`src/rtl/dmem_lsu.sv`:
```
// Load/store initiator for four byte-lane dmem banks with a one-deep response buffer.
// Define DMEM_LSU_MISALIGN_TRAP_EN to report misaligned halfword/word accesses as errors.
module dmem_lsu (
  input  logic        clk,
  input  logic        rst_n,
  input  logic        req_valid,
  output logic        req_ready,
  input  logic        req_we,
  input  logic [2:0]  req_funct3,
  input  logic [31:0] req_addr,
  input  logic [31:0] req_wdata,
  output logic        resp_valid,
  input  logic        resp_ready,
  output logic [31:0] resp_rdata,
  output logic        resp_err,
  output logic [31:0] mem_addr,
  output logic [3:0]  mem_we,
  output logic [31:0] mem_wr_data,
  input  logic [31:0] mem_rd_data
);

  typedef enum logic [1:0] {IDLE, RESP, HOLD} state_t;

  state_t      state, state_nxt;
  logic        accept;
  logic        misalign;
  logic        req_err;
  logic        we_p0;
  logic [2:0]  f3_p0;
  logic [1:0]  off_p0;
  logic        err_p0;
  logic [31:0] live_rdata;
  logic [31:0] cap_rdata;
  logic        cap_err;

  function automatic logic funct3_illegal(input logic we, input logic [2:0] f3);
    logic bad;
    if (we) bad = f3[2] | (f3[1:0] == 2'b11);
    else    bad = (f3[1:0] == 2'b11) | (f3 == 3'b110);
    return bad;
  endfunction

  function automatic logic [3:0] store_mask(input logic [2:0] f3, input logic [1:0] off);
    logic [3:0] m;
    case (f3[1:0])
      2'b00:   m = 4'b0001 << off;
      2'b01:   m = off[1] ? 4'b1100 : 4'b0011;
      2'b10:   m = 4'b1111;
      default: m = 4'b0000;
    endcase
    return m;
  endfunction

  function automatic logic [31:0] store_data(input logic [2:0] f3, input logic [31:0] wd);
    logic [31:0] d;
    case (f3[1:0])
      2'b00:   d = {4{wd[7:0]}};
      2'b01:   d = {2{wd[15:0]}};
      default: d = wd;
    endcase
    return d;
  endfunction

  function automatic logic [31:0] format_load(input logic [2:0] f3, input logic [1:0] off,
                                              input logic [31:0] rd);
    logic [7:0]  b;
    logic [15:0] h;
    logic [31:0] r;
    case (off)
      2'b00:   b = rd[7:0];
      2'b01:   b = rd[15:8];
      2'b10:   b = rd[23:16];
      default: b = rd[31:24];
    endcase
    h = off[1] ? rd[31:16] : rd[15:0];
    case (f3)
      3'b000:  r = {{24{b[7]}}, b};
      3'b100:  r = {24'd0, b};
      3'b001:  r = {{16{h[15]}}, h};
      3'b101:  r = {16'd0, h};
      3'b010:  r = rd;
      default: r = 32'd0;
    endcase
    return r;
  endfunction

`ifdef DMEM_LSU_MISALIGN_TRAP_EN
  assign misalign = ((req_funct3[1:0] == 2'b01) & req_addr[0]) |
                    ((req_funct3[1:0] == 2'b10) & (req_addr[1:0] != 2'b00));
`else
  assign misalign = 1'b0;
`endif

  assign req_err     = funct3_illegal(req_we, req_funct3) | misalign;
  assign accept      = req_valid & req_ready;
  assign mem_addr    = req_addr;
  assign mem_wr_data = store_data(req_funct3, req_wdata);
  assign mem_we      = (accept & req_we & ~req_err) ? store_mask(req_funct3, req_addr[1:0]) : 4'b0000;

  // Stage p0: request attributes held for the completion cycle
  always_ff @(posedge clk) begin
    if (accept) begin
      we_p0  <= req_we;
      f3_p0  <= req_funct3;
      off_p0 <= req_addr[1:0];
      err_p0 <= req_err;
    end
  end

  assign live_rdata = (we_p0 | err_p0) ? 32'd0 : format_load(f3_p0, off_p0, mem_rd_data);

  always_ff @(posedge clk or negedge rst_n) begin
    if (!rst_n) begin
      state     <= IDLE;
      cap_rdata <= 32'd0;
      cap_err   <= 1'b0;
    end else begin
      state <= state_nxt;
      if (state == RESP && !resp_ready) begin
        cap_rdata <= live_rdata;
        cap_err   <= err_p0;
      end
    end
  end

  always_comb begin
    state_nxt  = state;
    req_ready  = 1'b0;
    resp_valid = 1'b0;
    resp_rdata = 32'd0;
    resp_err   = 1'b0;
    case (state)
      IDLE: begin
        req_ready = rst_n;
        if (req_valid) state_nxt = RESP;
      end
      RESP: begin
        resp_valid = 1'b1;
        resp_rdata = live_rdata;
        resp_err   = err_p0;
        req_ready  = rst_n & resp_ready;
        if (resp_ready) state_nxt = req_valid ? RESP : IDLE;
        else            state_nxt = HOLD;
      end
      HOLD: begin
        resp_valid = 1'b1;
        resp_rdata = cap_rdata;
        resp_err   = cap_err;
        if (resp_ready) state_nxt = IDLE;
      end
      default: state_nxt = IDLE;
    endcase
  end

endmodule

```
`config.mk`:
```
export PLATFORM = sky130hd
export DESIGN_NAME = dmem_lsu
export DESIGN_NICKNAME = d
export VERILOG_FILES = /design/src/rtl/dmem_lsu.sv
export SDC_FILE = /design/constraint.sdc
export NUM_CORES = 1
export LEC_CHECK = 0
export ABC_AREA = 1
export CAP_MARGIN = 10
export CORE_MARGIN = 3
export CORE_UTILIZATION = 41
export DETAILED_ROUTE_END_ITERATION = 10
export GPL_ROUTABILITY_DRIVEN = 0
export PLACE_DENSITY = 0.82
export SETUP_SLACK_MARGIN = 0.05
export SLEW_MARGIN = 40
export SYNTH_ARGS = -nofsm -noshare
export SYNTH_HDL_FRONTEND = slang
export SYNTH_SLANG_ARGS = --single-unit
```
`constraint.sdc`:
```
create_clock -name clk -period 2.3 [get_ports clk]
set_input_delay 0.345 -clock clk [delete_from_list [all_inputs] [get_ports clk]]
set_output_delay 0.345 -clock clk [all_outputs]
set_load 0.1 [all_outputs]
```
# == After elaboration in Yosys (flattened, before gate mapping) ==
# Cells that the tools add are included.
# classes
reduce_logical,8
shift,1
n_eq_ne,14
n_bitwise,8
muxes,18
# ops
operator,count
32-bit one-hot mux with 5 select lines,1
32-bit one-hot mux with 2 select lines,2
32-bit 2-to-1 mux,1
8-bit one-hot mux with 3 select lines,1
16-bit 2-to-1 mux,1
4-bit one-hot mux with 3 select lines,1
3-bit equality test (second input constant),3
2-bit equality test (second input constant),4
4-bit 2-to-1 mux,2
2-bit by 1-bit equality test with 1-bit output (second input constant),3
2-bit logical NOT,3
2-bit 2-to-1 mux,3
2-bit one-hot mux with 3 select lines,1
1-bit AND,4
2-bit != test (second input constant),2
1-bit one-hot mux with 2 select lines,2
1-bit by 2-bit << shifter with 4-bit output (first input constant),1
3-bit by 1-bit equality test with 1-bit output (second input constant),1
3-bit by 2-bit equality test with 1-bit output (second input constant),1
3-bit logical NOT,1
1-bit 2-to-1 mux,3
1-bit bitwise OR,3
2-bit AND reduction,1
2-bit OR reduction,1
other kinds (3),3
# totals
out_inout_bits,103
word_cells,56
register_bits,42

# == Depth between registers and ports, before layout ==
# logic_depth
ltp_word,6
depth_mapped,11
mapped_depth_nobuf,9

# == Worst setup path before layout ==
# No wires, ideal clock.
# synth_timing
path_kind,register to output
start,register state[0]
end,output resp_rdata[10]
arrival_time_ns,3.207
n_path_buf,1
slack_ns,-1.252
path_stages_with_launch,6
required_ns,1.955
path_cell_list,dfrtp_1 > inv_1 > ha_1 > inv_1 > clkbuf_1 > a21oi_1
# synth_via
elab_chain_cells,2
# synth_rtl
item,line,text
start: declaration,24,"state_t state, state_nxt;"
start signal: assignment,118,state <= state_nxt;
2-bit equality test / 2-bit by 1-bit equality test with 1-bit output (equally long branches),132,case (state)
32-bit one-hot mux with 2 select lines *,132,
end: declaration,14,"output logic [31:0] resp_rdata,"
# Mark *: on every way between the ends. The rest lies on a longest branch, timed or not.

# == Worst setup path after layout ==
# layout_timing
start,register off_p0[1]
end,output resp_rdata[12]
# layout_via
elab_chain_cells,5
# layout_rtl
item,line,text
start: declaration,30,logic [1:0] off_p0;
start signal: assignment,105,off_p0 <= req_addr[1:0];
"2-bit equality test, or another cell as far along",69,case (off)
8-bit one-hot mux with 3 select lines,69,
32-bit one-hot mux with 5 select lines *,76,case (f3)
32-bit 2-to-1 mux *,110,"assign live_rdata = (we_p0 | err_p0) ? 32'd0 : format_load(f3_p0, off_p0, mem_rd_data);"
32-bit one-hot mux with 2 select lines *,132,
# Marked as above.

==> results.md <==
* Commonest cells post-synth: 259 x nand2_1, 74 x nand3_1, 59 x inv_1
* Mapped Area at 0.00406 mm²
* Clock Latency Late Sink at approximately 300 ps
* First-pass GRT wire length at around 26,000 µm
* Post-synth top flop: dfrtp_1
* Max-Cap Viols at 0
* End of the worst register-to-register path: cap_rdata[10]
* Post-synth EDFFs at 7
* CP peak stage delay at 410 ps
* Clock Skew at approximately 11 ps
* Final setup viols at 32
* CP Data Required Time at between 1500 and 2000 ps
* Area growth syn-to-layout at 81.6%
* FF-to-FF setup slack at around 470 ps
* Int Pwr at ~2.4 mW
* Yosys top cell area share at a little under a quarter
* Worst hold endpoint: cap_rdata[16]
* Overall routing resource usage at 28.3%
* Num CTS Buffers at 5
* Drt pass-1 iters at 8
* Element type at the critical path start: register
* Initial antenna violation count at 0
* Multiplexer share of the synthesized area at less than 1%
* Final #Nets at between 900 and 1,000
* TritonCTS sink count at 42
* Compound-Gate Fraction of Synth Area at around an eighth
* Clock Tree Root: clkbuf_8
* Placed instance count at between 900 and 1,000
* Failing checks: DRC, setup timing
* Crit end category: output port
* PortBufs at roughly 150
* Worst-path clk slew at around 90 ps
* Share of layout cells above drive strength 1 at 33.1%
* Delay-heaviest family, CP: buffers and inverters
* Post-route setup slack at -349 ps
* IO Count at about 210
* Reg-to-Reg Start: state[1]
* Die height at 106 µm
* Hold path cells at 2
* CP cell instances: buf_6 -> clkinv_8 -> clkbuf_16 -> buf_4 -> nand2_1 -> nand3_1 -> nand2_1 -> inv_1 -> nand2_1 -> nand3_2 -> a21oi_4 -> buf_12
* Comb pwr share at between 70% and 80%
* Power Density at approximately 740 mW/mm²
* Sw power at 3.04 mW
* Routed Antenna Nets at 0
* Final Hold Viols at 0
* Total Wirelength at approximately 18,000 µm
* Sequential share of power at about a fifth
* Leak Pwr at about 3.2 nW
* Post-synthesis net count at 794
* Crit-path most repeated cell: nand2_1
* Status: finished with violations
* Post-synthesis register bit count at 42
* Die area at around 0.011 mm²
* Tightest Pin Transition at between 400 and 500 ps
* Synth warnings at 0
* Worst hold slack at ~500 ps
* XOR/XNOR share of the synthesized area at 0%
* Critical path type: reg -> out
* Layout fillers at between 500 and 600
* CP max-delay cell: edfxtp_1
* Layout Cells excl Fill at 955
* Number of inserted diodes at 0
* R2R depth at 7
* Per-cell routed wire length at roughly 19 µm
* Clk buf depth at 2
* Hold path startpoint: cap_rdata[16]
* Most frequent cell after synthesis: nand2_1
* Min-Delay Path Class: reg -> reg
* Max Fclk at approximately 380 MHz
* Vias in the first global route at 5,183
* Vias at about 5,500
* Clock power share at approximately 9%
* Storage cell area at around 0.0011 mm²
* Synth Area in Adders at 0.924%
* Multi-input gate area at slightly below 0.003 mm²
* Die W at roughly 110 µm
* Crit path time final at about 2600 ps
* Distinct cells, synth at 30
* DRT iter0 DRCs at between 600 and 700
* Simple-Gate Fraction of Synth Area at approximately 41%
* Ys async rst share at ~83%
* Hpwl dp at between 10,000 and 15,000 µm
* Mean Syn Cell Area at 5.92 µm²
* Via density at about 5.8
* WP buf/inv at 6
* RSZ-0062 raised after global routing: yes
* Slew HR at 67.2%
* Slew Limit Fails at 0
* Remaining global-route overflow at 0
* Post-Syn Instances at about 700
* Htree depth at 2
* Worst vdd ir at 0.668 mV
* CTS tree: built
* Arrival time of the worst setup path at 2300 ps
* Cell taking the most area after synthesis: nand2_1
* Fin crit share at 115%
* Ranking of synthesized cells by area: nand2_1 24%, dfrtp_1 22%, nand3_1 9.1%
* Num rows at 35
* Cts hold-fix bufs at 0
* Largest net degree at the start of global routing at 48
* Core Area at 0.00942 mm²
* Highest net fanout along the worst path at 6
* Switch share at 55.9%
* Largest family of logic cells by synthesized area: simple AND/OR/NAND/NOR gates
* Residual DRC at 1
* Effective utilization at floorplan at 43.2%
* Register area share after synthesis at 26.7%
==> final cells by class <==
| class | count | share of cell area, % |
|---|---|---|
| inverter | 62 | 3.53 |
| multi-input combinational | 501 | 40.0 |
| sequential | 42 | 14.7 |
| tap | 129 | 2.19 |
| clock inverter | 2 | 0.136 |
| clock buffer | 6 | 0.984 |
| timing repair buffer | 213 | 38.4 |
==> layer usage <==
| metal | vias up | global-route usage [%] | wire length (µm) |
|---|---|---|---|
| met4 | 0 | 13.0 | 975 |
| met3 | 113 | 8.02 | 2320 |
| met5 | - | 0 | 0 |
| met2 | 469 | 48.7 | 8960 |
| met1 | 2521 | 32.5 | 6050 |
| li1 | 2414 | - | - |
==> cells by family (layout without fill, tap and decap cells) <==
group / after synthesis / after routing
adders and majority gates: 3 / 3
DFF: 42 / 42
muxes: 1 / 1
buffers and inverters: 144 / 283
and+or+nand+nor: 402 / 402
AOI/OAI and AO/OA: 95 / 95
==> timing repair <==
action / CTS / global route
pin swaps: 8 / 35
gates resized for setup: 32 / 67
setup endpoints to repair: 36 / 37
gates cloned: 1 / 2
setup buffers: 17 / 17
==> placed cells by master, fill, tap and decap left out, types with 9 or more instances in the layout <==
cell and instances:
nand2_1 235, buf_12 77, clkdlybuf4s50_1 70, inv_1 52, buf_4 48, nand3_1 46
nor2_1 42, dfrtp_1 35, a21oi_4 34, nand3_2 28, o21ai_1 27, nand2_2 23
o21ai_0 19, buf_6 12, nor2_4 9
==> power groups by stage <==
stage | clock network [mW] | logic [mW] | registers, mW
after floorplan | 0 | 2.71 | 1.03
after global placement | 0 | 3.36 | 1.06
after detailed placement | 0 | 3.43 | 1.07
after CTS | 0.489 | 3.57 | 1.05
after global routing | 0.529 | 4.03 | 1.08
final | 0.498 | 3.88 | 1.06
==> flip-flops by register name, indices dropped and copies added (netlist names) <==
name,cells
we_p0,1
cap_rdata,32
off_p0,2
err_p0,1
state,2
f3_p0,3
cap_err,1
==> how the worst max path moves through the flow <==
stage                      endpoint  slack (ps)            start  depth (start not counted)
floorplan           mem_wr_data[13]        -140    req_funct3[1]                          4
finish               resp_rdata[12]        -350        off_p0[1]                         12
CTS                  resp_rdata[23]         -40        off_p0[1]                         11
global route         resp_rdata[12]        -430        off_p0[1]                         12
global placement     resp_rdata[27]         0.5  mem_rd_data[15]                         11
detailed placement   resp_rdata[28]         -70  mem_rd_data[15]                         11
==> metrics by stage <==
step / instance area (µm²) / setup TNS, ps / utilization, % / power [mW] / setup slack (ps)
5_1_grt: 7380 / -5440 / 78.4 / 5.64 / -431
3_5_place_dp: 6660 / -465 / 70.8 / 4.50 / -67.7
3_3_place_gp: 6660 / 0 / 70.8 / 4.41 / 0.493
6_report: 7380 / -3390 / 78.4 / 5.44 / -349
2_1_floorplan: 4580 / -1540 / - / 3.74 / -143
4_1_cts: 7000 / -732 / 74.4 / 5.11 / -44.8
==> worst register-to-register path: stages, from the launching register on <==
cell     delay (ps)
dfrtp_1         400
inv_2            90
ha_4            180
buf_4           130
buf_4           190
nand2_2         110
buf_4           400
o21ai_0         200
Note: power is estimated with default switching activity, not from simulation.
